## src/rtl/pipeline_ctrl_pkg.sv

```systemverilog
// Shared types and constants for the pipeline control slice.
package pipeline_ctrl_pkg;

  typedef enum logic [1:0] {
    RUN     = 2'd0,
    MD_BUSY = 2'd1,
    MD_DONE = 2'd2
  } state_t;

  localparam logic [4:0]  REG_ZERO     = 5'd0;
  localparam int unsigned MD_STALL_DEF = 4;
  localparam int unsigned CNT_W_DEF    = 16;

endpackage

```

## src/rtl/hazard_detect.sv

```systemverilog
// Load-use comparator: the load in EX writes a register the instruction in ID reads.
module hazard_detect
  import pipeline_ctrl_pkg::*;
(
  input  logic       id_ex_mem_read,
  input  logic [4:0] id_ex_rt,
  input  logic [4:0] if_id_rs,
  input  logic [4:0] if_id_rt,
  input  logic       if_id_uses_rt,
  output logic       load_use
);

  always_comb begin
    load_use = id_ex_mem_read && (id_ex_rt != REG_ZERO) &&
               ((id_ex_rt == if_id_rs) || (if_id_uses_rt && (id_ex_rt == if_id_rt)));
  end

endmodule

```

## src/rtl/pipeline_hazard_ctrl.sv

```systemverilog
// Stall/flush sequencer for the 5-stage pipeline: load-use stall, branch flush,
// mult/div freeze FSM and a saturating stall-cycle counter.
module pipeline_hazard_ctrl
  import pipeline_ctrl_pkg::*;
#(
  parameter int unsigned MD_STALL = MD_STALL_DEF,
  parameter int unsigned CNT_W    = CNT_W_DEF
) (
  input  logic             clk,
  input  logic             reset,
  input  logic             id_ex_mem_read,
  input  logic [4:0]       id_ex_rt,
  input  logic [4:0]       if_id_rs,
  input  logic [4:0]       if_id_rt,
  input  logic             if_id_uses_rt,
  input  logic             branch_taken,
  input  logic             md_start,
  output logic             pc_write,
  output logic             if_id_write,
  output logic             if_id_flush,
  output logic             id_ex_write,
  output logic             id_ex_flush,
  output logic             ex_mem_flush,
  output logic             md_busy,
  output logic [CNT_W-1:0] stall_cycles
);

  // The start cycle counts as the first freeze cycle, so the busy run is MD_STALL-1 long.
  localparam logic [7:0]       MD_CNT_INIT = 8'(MD_STALL - 2);
  localparam logic [CNT_W-1:0] CNT_MAX     = '1;

  state_t     state_q, state_d;
  logic [7:0] md_cnt_q, md_cnt_d;
  logic       load_use;

  hazard_detect u_hazard_detect (
    .id_ex_mem_read (id_ex_mem_read),
    .id_ex_rt       (id_ex_rt),
    .if_id_rs       (if_id_rs),
    .if_id_rt       (if_id_rt),
    .if_id_uses_rt  (if_id_uses_rt),
    .load_use       (load_use)
  );

  always_ff @(posedge clk) begin
    if (reset) begin
      state_q  <= RUN;
      md_cnt_q <= '0;
    end else begin
      state_q  <= state_d;
      md_cnt_q <= md_cnt_d;
    end
  end

  always_comb begin
    pc_write     = 1'b1;
    if_id_write  = 1'b1;
    id_ex_write  = 1'b1;
    if_id_flush  = 1'b0;
    id_ex_flush  = 1'b0;
    ex_mem_flush = 1'b0;
    md_busy      = 1'b0;
    state_d      = state_q;
    md_cnt_d     = md_cnt_q;

    if (reset) begin
      pc_write     = 1'b0;
      if_id_write  = 1'b0;
      id_ex_write  = 1'b0;
      if_id_flush  = 1'b1;
      id_ex_flush  = 1'b1;
      ex_mem_flush = 1'b1;
      state_d      = RUN;
      md_cnt_d     = '0;
    end else begin
      unique case (state_q)
        // MD_DONE shares RUN's decode; md_start there is the finishing mult/div.
        RUN, MD_DONE: begin
          state_d = RUN;
          if (branch_taken) begin
            if_id_flush = 1'b1;
            id_ex_flush = 1'b1;
          end else if (md_start && (state_q == RUN)) begin
            pc_write     = 1'b0;
            if_id_write  = 1'b0;
            id_ex_write  = 1'b0;
            ex_mem_flush = 1'b1;
            md_cnt_d     = MD_CNT_INIT;
            state_d      = MD_BUSY;
          end else if (load_use) begin
            pc_write    = 1'b0;
            if_id_write = 1'b0;
            id_ex_flush = 1'b1;
          end
        end
        MD_BUSY: begin
          pc_write     = 1'b0;
          if_id_write  = 1'b0;
          id_ex_write  = 1'b0;
          ex_mem_flush = 1'b1;
          md_busy      = 1'b1;
          if (md_cnt_q == 8'd0) state_d = MD_DONE;
          else                  md_cnt_d = md_cnt_q - 8'd1;
        end
        default: state_d = RUN;
      endcase
    end
  end

  always_ff @(posedge clk) begin
    if (reset)                                  stall_cycles <= '0;
    else if (!pc_write && stall_cycles != CNT_MAX) stall_cycles <= stall_cycles + CNT_W'(1);
  end

endmodule

```

## config.mk

```make
export PLATFORM = sky130hd
export DESIGN_NAME = pipeline_hazard_ctrl
export DESIGN_NICKNAME = d
export VERILOG_FILES = /design/src/rtl/pipeline_ctrl_pkg.sv /design/src/rtl/hazard_detect.sv /design/src/rtl/pipeline_hazard_ctrl.sv
export SDC_FILE = /design/constraint.sdc
export NUM_CORES = 1
export LEC_CHECK = 0
export BUFFER_PORTS_ARGS = -buffer_cell sky130_fd_sc_hd__buf_2
export CAP_MARGIN = 0
export CORE_AREA = 2 2 60 62
export CTS_CLUSTER_SIZE = 12
export DETAILED_ROUTE_END_ITERATION = 10
export DIE_AREA = 0 0 62 64
export PLACE_DENSITY = 0.74
export SYNTH_ARGS = -nofsm -noshare
export SYNTH_HDL_FRONTEND = slang
export SYNTH_HIERARCHICAL = 1
export SYNTH_SLANG_ARGS = --single-unit
export TNS_END_PERCENT = 1
```

## constraint.sdc

```tcl
create_clock -name clk -period 2.2 [get_ports clk]
set_clock_uncertainty 0.2 [all_clocks]
set_input_delay 0.44 -clock clk [delete_from_list [all_inputs] [get_ports clk]]
set_output_delay 0.44 -clock clk [all_outputs]
set_load 0.03 [all_outputs]
```

==> reports/summary.json, run 1 <==
{
  "postRouteAntennaNets": {"value": 0},
  "synthesis.yosys.warnings": {"value": 6},
  "coreArea": {"value": 0.00328, "unit": "mm^2"},
  "met3_length": {"value": 152, "unit": "um"},
  "seq_power_share": {"value": 0.434},
  "combined_area_of_the_multi_input_logic_cells": {"value": 978, "unit": "um^2"},
  "met2_wirelength": {"value": 1.56, "unit": "mm"},
  "htree_levels": {"value": 1},
  "r2r_start": {"value": "stall_cycles[0]"},
  "flip_flop_and_latch_count_after_synthesis": {"value": 26},
  "async_flop_share": {"value": 0},
  "syn_inst": {"value": 172},
  "vias_per_cell": {"value": 5.24},
  "clk_transition_reported_paths": {"value": 150, "unit": "ps"},
  "layout-area-overhead-vs-synth": {"value": 33.5, "unit": "%"},
  "synth_enable_flop_cells": {"value": 0},
  "routed-via-count": {"value": 1419},
  "timing.critical_path.arrival": {"value": 1750, "unit": "ps"},
  "dr.pass1.iters": {"value": 4},
  "worst_hold_path.endpoint": {"value": "stall_cycles[15]"},
  "clock_sinks": {"value": 26},
  "timing.final.crit_period": {"value": 2390, "unit": "ps"},
  "worst_skew_pair.late_latency": {"value": 320, "unit": "ps"},
  "fraction_of_power_spent_switching_nets": {"value": 0.318},
  "die-area": {"value": 0.00397, "unit": "mm^2"},
  "tightest_slew": {"value": 314, "unit": "ps"},
  "final_net_count": {"value": 249},
  "grt_antenna_before_repair": {"value": 0},
  "m1WireLength": {"value": 1.39, "unit": "mm"},
  "clock.fmax": {"value": 0.418, "unit": "GHz"},
  "cts_root_buf": {"value": "sky130_fd_sc_hd__clkbuf_4"},
  "worst-r2r-setup-slack": {"value": 250, "unit": "ps"},
  "violations_in_the_final_reports": {"value": "negative setup slack"},
  "syn_avg_cell_area": {"value": 8.60, "unit": "um^2"},
  "wl_per_cell": {"value": 11.5, "unit": "um"},
  "end_kind": {"value": "output port"},
  "cp_max_fo": {"value": 3},
  "ys_dominant_reg_cell": {"value": "sky130_fd_sc_hd__dfxtp_1"},
  "place_worst_setup_slack": {"value": -368, "unit": "ps"},
  "most-common-layout-cells": {"value": "sky130_fd_sc_hd__buf_2 (38), sky130_fd_sc_hd__dfxtp_1 (25), sky130_fd_sc_hd__nor2_1 (17)"},
  "cts-hold-fix-buffers": {"value": 0},
  "vias_in_the_first_global_route": {"value": 1329},
  "register_area": {"value": 522, "unit": "um^2"},
  "postSynthNetCount": {"value": 195},
  "mappedNetlistArea": {"value": 0.00148, "unit": "mm^2"},
  "top_level_ports": {"value": 44},
  "start_kind": {"value": "input pin"},
  "vdd_drop_max": {"value": 358, "unit": "uV"},
  "combinational_fraction_of_design_power": {"value": 0.312},
  "worst_case_setup_margin_in_the_final_layout": {"value": -192, "unit": "ps"},
  "cp.required": {"value": 1560, "unit": "ps"},
  "drt_iter0_drc": {"value": 68},
  "timing_worst_setup_path_type": {"value": "in2out"},
  "total_power": {"value": 1.30, "unit": "mW"},
  "rsz_0062_raised_after_global_routing": {"value": "true"},
  "maxCapViolCount": {"value": 0},
  "tritoncts.num_buffers": {"value": 3},
  "topRoutingLayerUsed": {"value": "met4"},
  "detail_route.drc_violations": {"value": 0},
  "clock_path_buffers": {"value": 2},
  "dieWidth": {"value": 62, "unit": "um"},
  "place.gp.congestion": {"value": 0.779},
  "chipHeight": {"value": 64, "unit": "um"},
  "wirelength_routed": {"value": 3.12, "unit": "mm"},
  "whs_path_depth": {"value": 2},
  "power.density_cell_area": {"value": 659, "unit": "mW/mm^2"},
  "row_count": {"value": 21},
  "share_of_post_route_cells_with_drive_strength_above_1": {"value": 0.396},
  "power_frac_clock": {"value": 0.254},
  "cellLeakagePower": {"value": 0.822, "unit": "nW"},
  "timing.final.max_slew_violations": {"value": 0},
  "final_area": {"value": 0.00197, "unit": "mm^2"},
  "setup_viol_count_final": {"value": 3},
  "buffer_ports.inserted": {"value": 43},
  "synth.yosys.seq_area_share": {"value": 0.352},
  "internal_power": {"value": 0.888, "unit": "mW"},
  "hold-worst-slack": {"value": 212, "unit": "ps"},
  "global_route.overflow_total": {"value": 0},
  "tns": {"value": -451, "unit": "ps"},
  "hp-start": {"value": "reset"},
  "net-switching-power": {"value": 0.413, "unit": "mW"},
  "min_path_type": {"value": "in2reg"},
  "post_dp_cell_area": {"value": 0.00181, "unit": "mm^2"},
  "start_util": {"value": 0.450},
  "fillers": {"value": 296},
  "detailedPlacementHpwl": {"value": 2.35, "unit": "mm"},
  "finalHoldViolations": {"value": 0},
  "antenna_cells_inserted": {"value": 0},
  "yosysUniqueCellTypes": {"value": 46},
  "grt_pass1_wl": {"value": 5.52, "unit": "mm"},
  "final_common_cell": {"value": "sky130_fd_sc_hd__buf_2"},
  "grt_max_degree": {"value": 17},
  "timing.final.crit_share": {"value": 1.09},
  "maxSlewHeadroom": {"value": 0.789},
  "track_usage": {"value": 0.175},
  "outcome": {"value": "finished, violations left"},
  "tritoncts_clock_tree": {"value": "done"},
  "worst-r2r-cell-count": {"value": 7},
  "timing.rr.end": {"value": "stall_cycles[3]"}
}
-- sequential cells by signal, indices dropped and copies added (netlist names) --
signal        cells
md_cnt_q          8
stall_cycles     16
state_q           2
-- critical path: stages --
cell and delay (ps):
sky130_fd_sc_hd__buf_6 100, sky130_fd_sc_hd__or4_4 530, sky130_fd_sc_hd__o21ai_2 150, sky130_fd_sc_hd__a21oi_2 60, sky130_fd_sc_hd__a21oi_2 170, sky130_fd_sc_hd__and2_4 180
sky130_fd_sc_hd__buf_6 130
-- power by group through the flow --
| stage | Sequential, mW | Clock [mW] | Combinational [mW] |
|---|---|---|---|
| final | 0.565 | 0.331 | 0.406 |
| after global routing | 0.574 | 0.363 | 0.459 |
| after CTS | 0.566 | 0.338 | 0.400 |
| after detailed placement | 0.575 | 0 | 0.387 |
| after global placement | 0.573 | 0 | 0.383 |
| after floorplan | 0.582 | 0 | 0.277 |
-- how the worst max path moves through the flow --
| stage | slack (ps) | endpoint | cells after the start | from |
|---|---|---|---|---|
| 3_5_place_dp | -370 | if_id_write | 7 | id_ex_rt[1] |
| 4_1_cts | -200 | if_id_write | 7 | id_ex_rt[3] |
| 2_1_floorplan | -250 | pc_write | 6 | id_ex_rt[1] |
| 3_3_place_gp | -350 | if_id_write | 7 | id_ex_rt[1] |
| 5_1_grt | -250 | if_id_write | 7 | id_ex_rt[3] |
| 6_report | -190 | pc_write | 7 | id_ex_rt[3] |
-- synth_stat cells (2+ instances only) --
cell	number	share of area
sky130_fd_sc_hd__nor2b_1	4	0.017
sky130_fd_sc_hd__inv_1	5	0.013
sky130_fd_sc_hd__a21oi_1	11	0.037
sky130_fd_sc_hd__or3_1	8	0.034
sky130_fd_sc_hd__nand4_1	5	0.021
sky130_fd_sc_hd__ha_1	2	0.017
sky130_fd_sc_hd__nand3_1	8	0.027
sky130_fd_sc_hd__and2_1	2	0.0085
sky130_fd_sc_hd__nor4_2	2	0.017
sky130_fd_sc_hd__xnor2_1	3	0.018
sky130_fd_sc_hd__and3_1	6	0.025
sky130_fd_sc_hd__o21ai_1	8	0.027
sky130_fd_sc_hd__clkbuf_1	3	0.0076
sky130_fd_sc_hd__nor3_1	4	0.014
sky130_fd_sc_hd__a21o_1	2	0.010
sky130_fd_sc_hd__nor2_1	17	0.043
sky130_fd_sc_hd__nor4bb_1	2	0.014
sky130_fd_sc_hd__xor2_1	14	0.083
sky130_fd_sc_hd__or4_1	2	0.010
sky130_fd_sc_hd__a21oi_2	2	0.012
sky130_fd_sc_hd__dfxtp_1	26	0.35
sky130_fd_sc_hd__nand2_1	9	0.023
sky130_fd_sc_hd__a31oi_1	3	0.013
sky130_fd_sc_hd__buf_4	2	0.010
-- through the flow --
stage / cells / utilization
final: 271 / 0.601
after global routing: 271 / 0.601
after CTS: 271 / 0.580
after detailed placement: 266 / 0.552
after global placement: 266 / 0.552
after floorplan: 172 / -
-- repair_timing --
item / CTS / global route
resized for setup: 9 / 16
pin swaps: 3 / 15
setup buffers: 1 / 0
endpoints found under the setup margin: 3 / 18
-- layer usage --
| layer | track usage | up-vias |
|---|---|---|
| met2 | 0.290 | 43 |
| met5 | 0 | - |
| met4 | 0.0426 | 0 |
| li1 | - | 723 |
| met1 | 0.228 | 651 |
| met3 | 0.0344 | 2 |
-- logic make-up after synthesis --
| logic type | Yosys count | share of synthesized area |
|---|---|---|
| AO/OA/AOI/OAI | 39 | 0.189 |
| XOR/XNOR | 17 | 0.101 |
| AND/OR/NAND/NOR | 76 | 0.297 |
| buffers and inverters | 11 | 0.0381 |
| adder cells (fa/ha/maj) | 2 | 0.0169 |
| multiplexers | 1 | 0.00677 |
| flip-flops | 26 | 0.352 |
-- final cells by class --
cell class,count,area share
Multi-Input combinational cell,135,0.496
Sequential cell,26,0.264
Timing Repair Buffer,55,0.175
Clock inverter,1,0.0152
Tap cell,46,0.0292
Inverter,5,0.00951
Clock buffer,3,0.0114
No activity file was read; power rests on OpenSTA's default activity.
==> run 2: changes to the inputs <==
Settings changed: BUFFER_PORTS_ARGS -buffer_cell sky130_fd_sc_hd__buf_2 to not set, CORE_AREA 2 2 60 62 to 2 2 45 68, DIE_AREA 0 0 62 64 to 0 0 47 70, DONT_BUFFER_PORTS set to 1, PLACE_DENSITY 0.74 to 0.73.
==> run 2 against run 1 <==
Against the previous run:
- the run still ends with negative setup slack left
- critical path type unchanged
- cell count fell by 14%
- flip-flop and latch count is the same
- critical endpoint is now if_id_write
- clock-buffer cell count unchanged
- highest routed layer unchanged
- critical path depth down 2
- final area down 10%
- maximum frequency grew 4.5%
- largest power group unchanged
==> reports/summary.json, run 2 (synthesis results as in run 1) <==
{
  "setup_viol_count_final": {"value": 3, "change": "unchanged"},
  "total_power": {"value": 1.32, "unit": "mW", "change": "+1.5%"},
  "tritoncts.num_buffers": {"value": 3, "change": "unchanged"},
  "layout-area-overhead-vs-synth": {"value": 19.9, "unit": "%"},
  "clock.fmax": {"value": 0.437, "unit": "GHz", "change": "+4.5%"},
  "crit_path_top_delay_cell": {"value": "sky130_fd_sc_hd__or4_1"},
  "global_route.overflow_total": {"value": 0, "change": "unchanged"},
  "finalHoldViolations": {"value": 0, "change": "unchanged"},
  "final_common_cell": {"value": "sky130_fd_sc_hd__dfxtp_1"},
  "timing_worst_setup_path_type": {"value": "in2out"},
  "number_of_flip_flops_in_the_largest_register": {"value": 16, "change": "unchanged"},
  "postRouteAntennaNets": {"value": 0, "change": "unchanged"},
  "wirelength_routed": {"value": 3.29, "unit": "mm", "change": "+5.7%"},
  "final_net_count": {"value": 217, "change": "-13%"},
  "dieWidth": {"value": 47, "unit": "um", "change": "-24%"},
  "cp.required": {"value": 1560, "unit": "ps", "change": "about the same"},
  "clock_path_buffers": {"value": 2, "change": "unchanged"},
  "maxSlewHeadroom": {"value": 0.618, "change": "-0.170"},
  "chipHeight": {"value": 70, "unit": "um", "change": "+9.4%"},
  "violations_in_the_final_reports": {"value": "negative setup slack"},
  "top_level_ports": {"value": 44, "change": "unchanged"},
  "coreArea": {"value": 0.00276, "unit": "mm^2", "change": "-16%"},
  "die-area": {"value": 0.00329, "unit": "mm^2", "change": "-17%"},
  "start_util": {"value": 0.535, "change": "+0.0850"},
  "tritoncts_clock_tree": {"value": "done"},
  "tightest_slew": {"value": 570, "unit": "ps", "change": "+256 ps"},
  "cts_root_buf": {"value": "sky130_fd_sc_hd__clkbuf_8"},
  "vias_in_the_first_global_route": {"value": 1388, "change": "+4.4%"},
  "start_kind": {"value": "input pin"},
  "cp_max_fo": {"value": 3, "change": "unchanged"},
  "post_dp_cell_area": {"value": 0.00167, "unit": "mm^2", "change": "-7.8%"},
  "fillers": {"value": 247, "change": "-17%"},
  "outcome": {"value": "finished, violations left"},
  "grt_max_degree": {"value": 25, "change": "+8"},
  "routed-via-count": {"value": 1350, "change": "-4.9%"},
  "most-common-layout-cells": {"value": "sky130_fd_sc_hd__dfxtp_1 (26), sky130_fd_sc_hd__buf_4 (21), sky130_fd_sc_hd__nor2_1 (17)"},
  "row_count": {"value": 24, "change": "+14%"},
  "timing.final.crit_share": {"value": 1.04, "change": "-0.0469"},
  "timing.final.max_slew_violations": {"value": 0, "change": "unchanged"},
  "drt_iter0_drc": {"value": 30, "change": "-56%"},
  "layout.cells.non_filler": {"value": 232, "change": "-14%"},
  "worst_skew_pair.late_latency": {"value": 270, "unit": "ps", "change": "-50 ps"},
  "dr.pass1.iters": {"value": 4, "change": "unchanged"},
  "wl_per_cell": {"value": 14.2, "unit": "um", "change": "+23%"},
  "min_path_type": {"value": "in2reg"},
  "antenna_cells_inserted": {"value": 0, "change": "unchanged"},
  "timing.final.crit_period": {"value": 2290, "unit": "ps", "change": "-103 ps"},
  "place_worst_setup_slack": {"value": -287, "unit": "ps", "change": "+81.8 ps"},
  "final_area": {"value": 0.00177, "unit": "mm^2", "change": "-10%"},
  "grt_antenna_before_repair": {"value": 0, "change": "unchanged"},
  "share_of_post_route_cells_with_drive_strength_above_1": {"value": 0.228, "change": "-0.168"},
  "reg_top3": {"value": "stall_cycles: 16 flops, md_cnt_q: 8 flops, state_q: 2 flops"},
  "detail_route.drc_violations": {"value": 0, "change": "unchanged"},
  "buffer_ports.inserted": {"value": 0, "change": "-100%"},
  "detailedPlacementHpwl": {"value": 2.57, "unit": "mm", "change": "+9.3%"},
  "worst_case_setup_margin_in_the_final_layout": {"value": -88.7, "unit": "ps", "change": "+103 ps"},
  "dpl.cell_count": {"value": 227, "change": "-15%"},
  "rsz_0062_raised_after_global_routing": {"value": "true"},
  "crit_path_max_incr_delay": {"value": 540, "unit": "ps", "change": "about the same"},
  "vdd_drop_max": {"value": 463, "unit": "uV", "change": "+29%"},
  "power.density_cell_area": {"value": 745, "unit": "mW/mm^2", "change": "+13%"},
  "max_flop_register": {"value": "stall_cycles"},
  "cp_cell_sequence": {"value": "or4_1 > o21ai_2 > a21oi_2 > a21oi_2 > and2_4"},
  "maxCapViolCount": {"value": 0, "change": "unchanged"},
  "track_usage": {"value": 0.213, "change": "+0.0374"},
  "htree_levels": {"value": 1, "change": "unchanged"},
  "grt_pass1_wl": {"value": 5.40, "unit": "mm", "change": "-2.3%"},
  "end_kind": {"value": "output port"},
  "timing.critical_path.arrival": {"value": 1650, "unit": "ps", "change": "-100 ps"},
  "place.gp.congestion": {"value": 0.770, "change": "-1.1%"},
  "final_core_utilization": {"value": 0.642, "change": "+0.0406"},
  "clock_sinks": {"value": 26, "change": "unchanged"},
  "cellLeakagePower": {"value": 0.673, "unit": "nW", "change": "-18%"},
  "clk_transition_reported_paths": {"value": 90, "unit": "ps", "change": "-60 ps"},
  "vias_per_cell": {"value": 5.82, "change": "+11%"},
  "worst_path_most_repeated_cell": {"value": "sky130_fd_sc_hd__a21oi_2"}
}
-- run 2: cell count changes in the layout (fill, tap and decap cells not counted), moves of 3 or more --
cell | previous run | this run
sky130_fd_sc_hd__buf_2 | 38 | 0
sky130_fd_sc_hd__buf_4 | 12 | 21
sky130_fd_sc_hd__or3_1 | 3 | 7
sky130_fd_sc_hd__or3_4 | 5 | 1
sky130_fd_sc_hd__a21oi_1 | 5 | 8
sky130_fd_sc_hd__a21oi_2 | 8 | 5
sky130_fd_sc_hd__buf_6 | 4 | 1
sky130_fd_sc_hd__clkbuf_4 | 3 | 0
sky130_fd_sc_hd__clkbuf_8 | 0 | 3
-- run 2: routing by layer --
metal	wire (um)	vias up	track usage
met1	1190	645	0.221
met5	0	-	0
met3	141	2	0.0336
met4	23	0	0.0833
li1	-	669	-
met2	1930	34	0.391
-- run 2: per-stage QoR --
stage	setup TNS [ps]	hold WS, ps
2_1_floorplan	-990	270
3_3_place_gp	-2990	276
3_5_place_dp	-3960	293
4_1_cts	-227	23.4
5_1_grt	-632	10.7
6_report	-261	33.9
-- run 2: path summary, 6_finish.rpt --
path | to | startpoint | slack, ps | cells after the start
min | stall_cycles[8] | reset | 30 | 1
max reg2reg | stall_cycles[12] | stall_cycles[0] | 270 | 6
max | if_id_write | id_ex_rt[1] | -90 | 5
min reg2reg | md_cnt_q[1] | md_cnt_q[1] | 300 | 2
-- run 2: worst max-delay path: cells and delay by family --
family             cells  cell delay [ps]
AOI/OAI and AO/OA      3              370
and+or+nand+nor        2              830
-- run 2: what timing repair did --
action                                 CTS  global route
hold buffers                             0             0
pin swaps                                4            10
endpoints found under the hold margin    0             0
setup endpoints to repair                3            13
gates resized for setup                  1             5
setup buffers                            1             0
-- run 2: final cells by class --
class | instances | area (um^2) | area share
Inverter | 5 | 18.8 | 0.0106
Sequential cell | 26 | 520 | 0.294
Multi-Input combinational cell | 135 | 925 | 0.522
Tap cell | 39 | 48.8 | 0.0275
Clock inverter | 1 | 30.0 | 0.0169
Timing Repair Buffer | 23 | 189 | 0.107
Clock buffer | 3 | 41.3 | 0.0233
-- run 2: report_power, final --
part | internal, mW | switching (mW) | leakage [nW]
Sequential | 0.516 | 0.0453 | 0.211
Clock | 0.243 | 0.148 | 0.0357
Combinational | 0.160 | 0.209 | 0.426
Total | 0.919 | 0.402 | 0.673
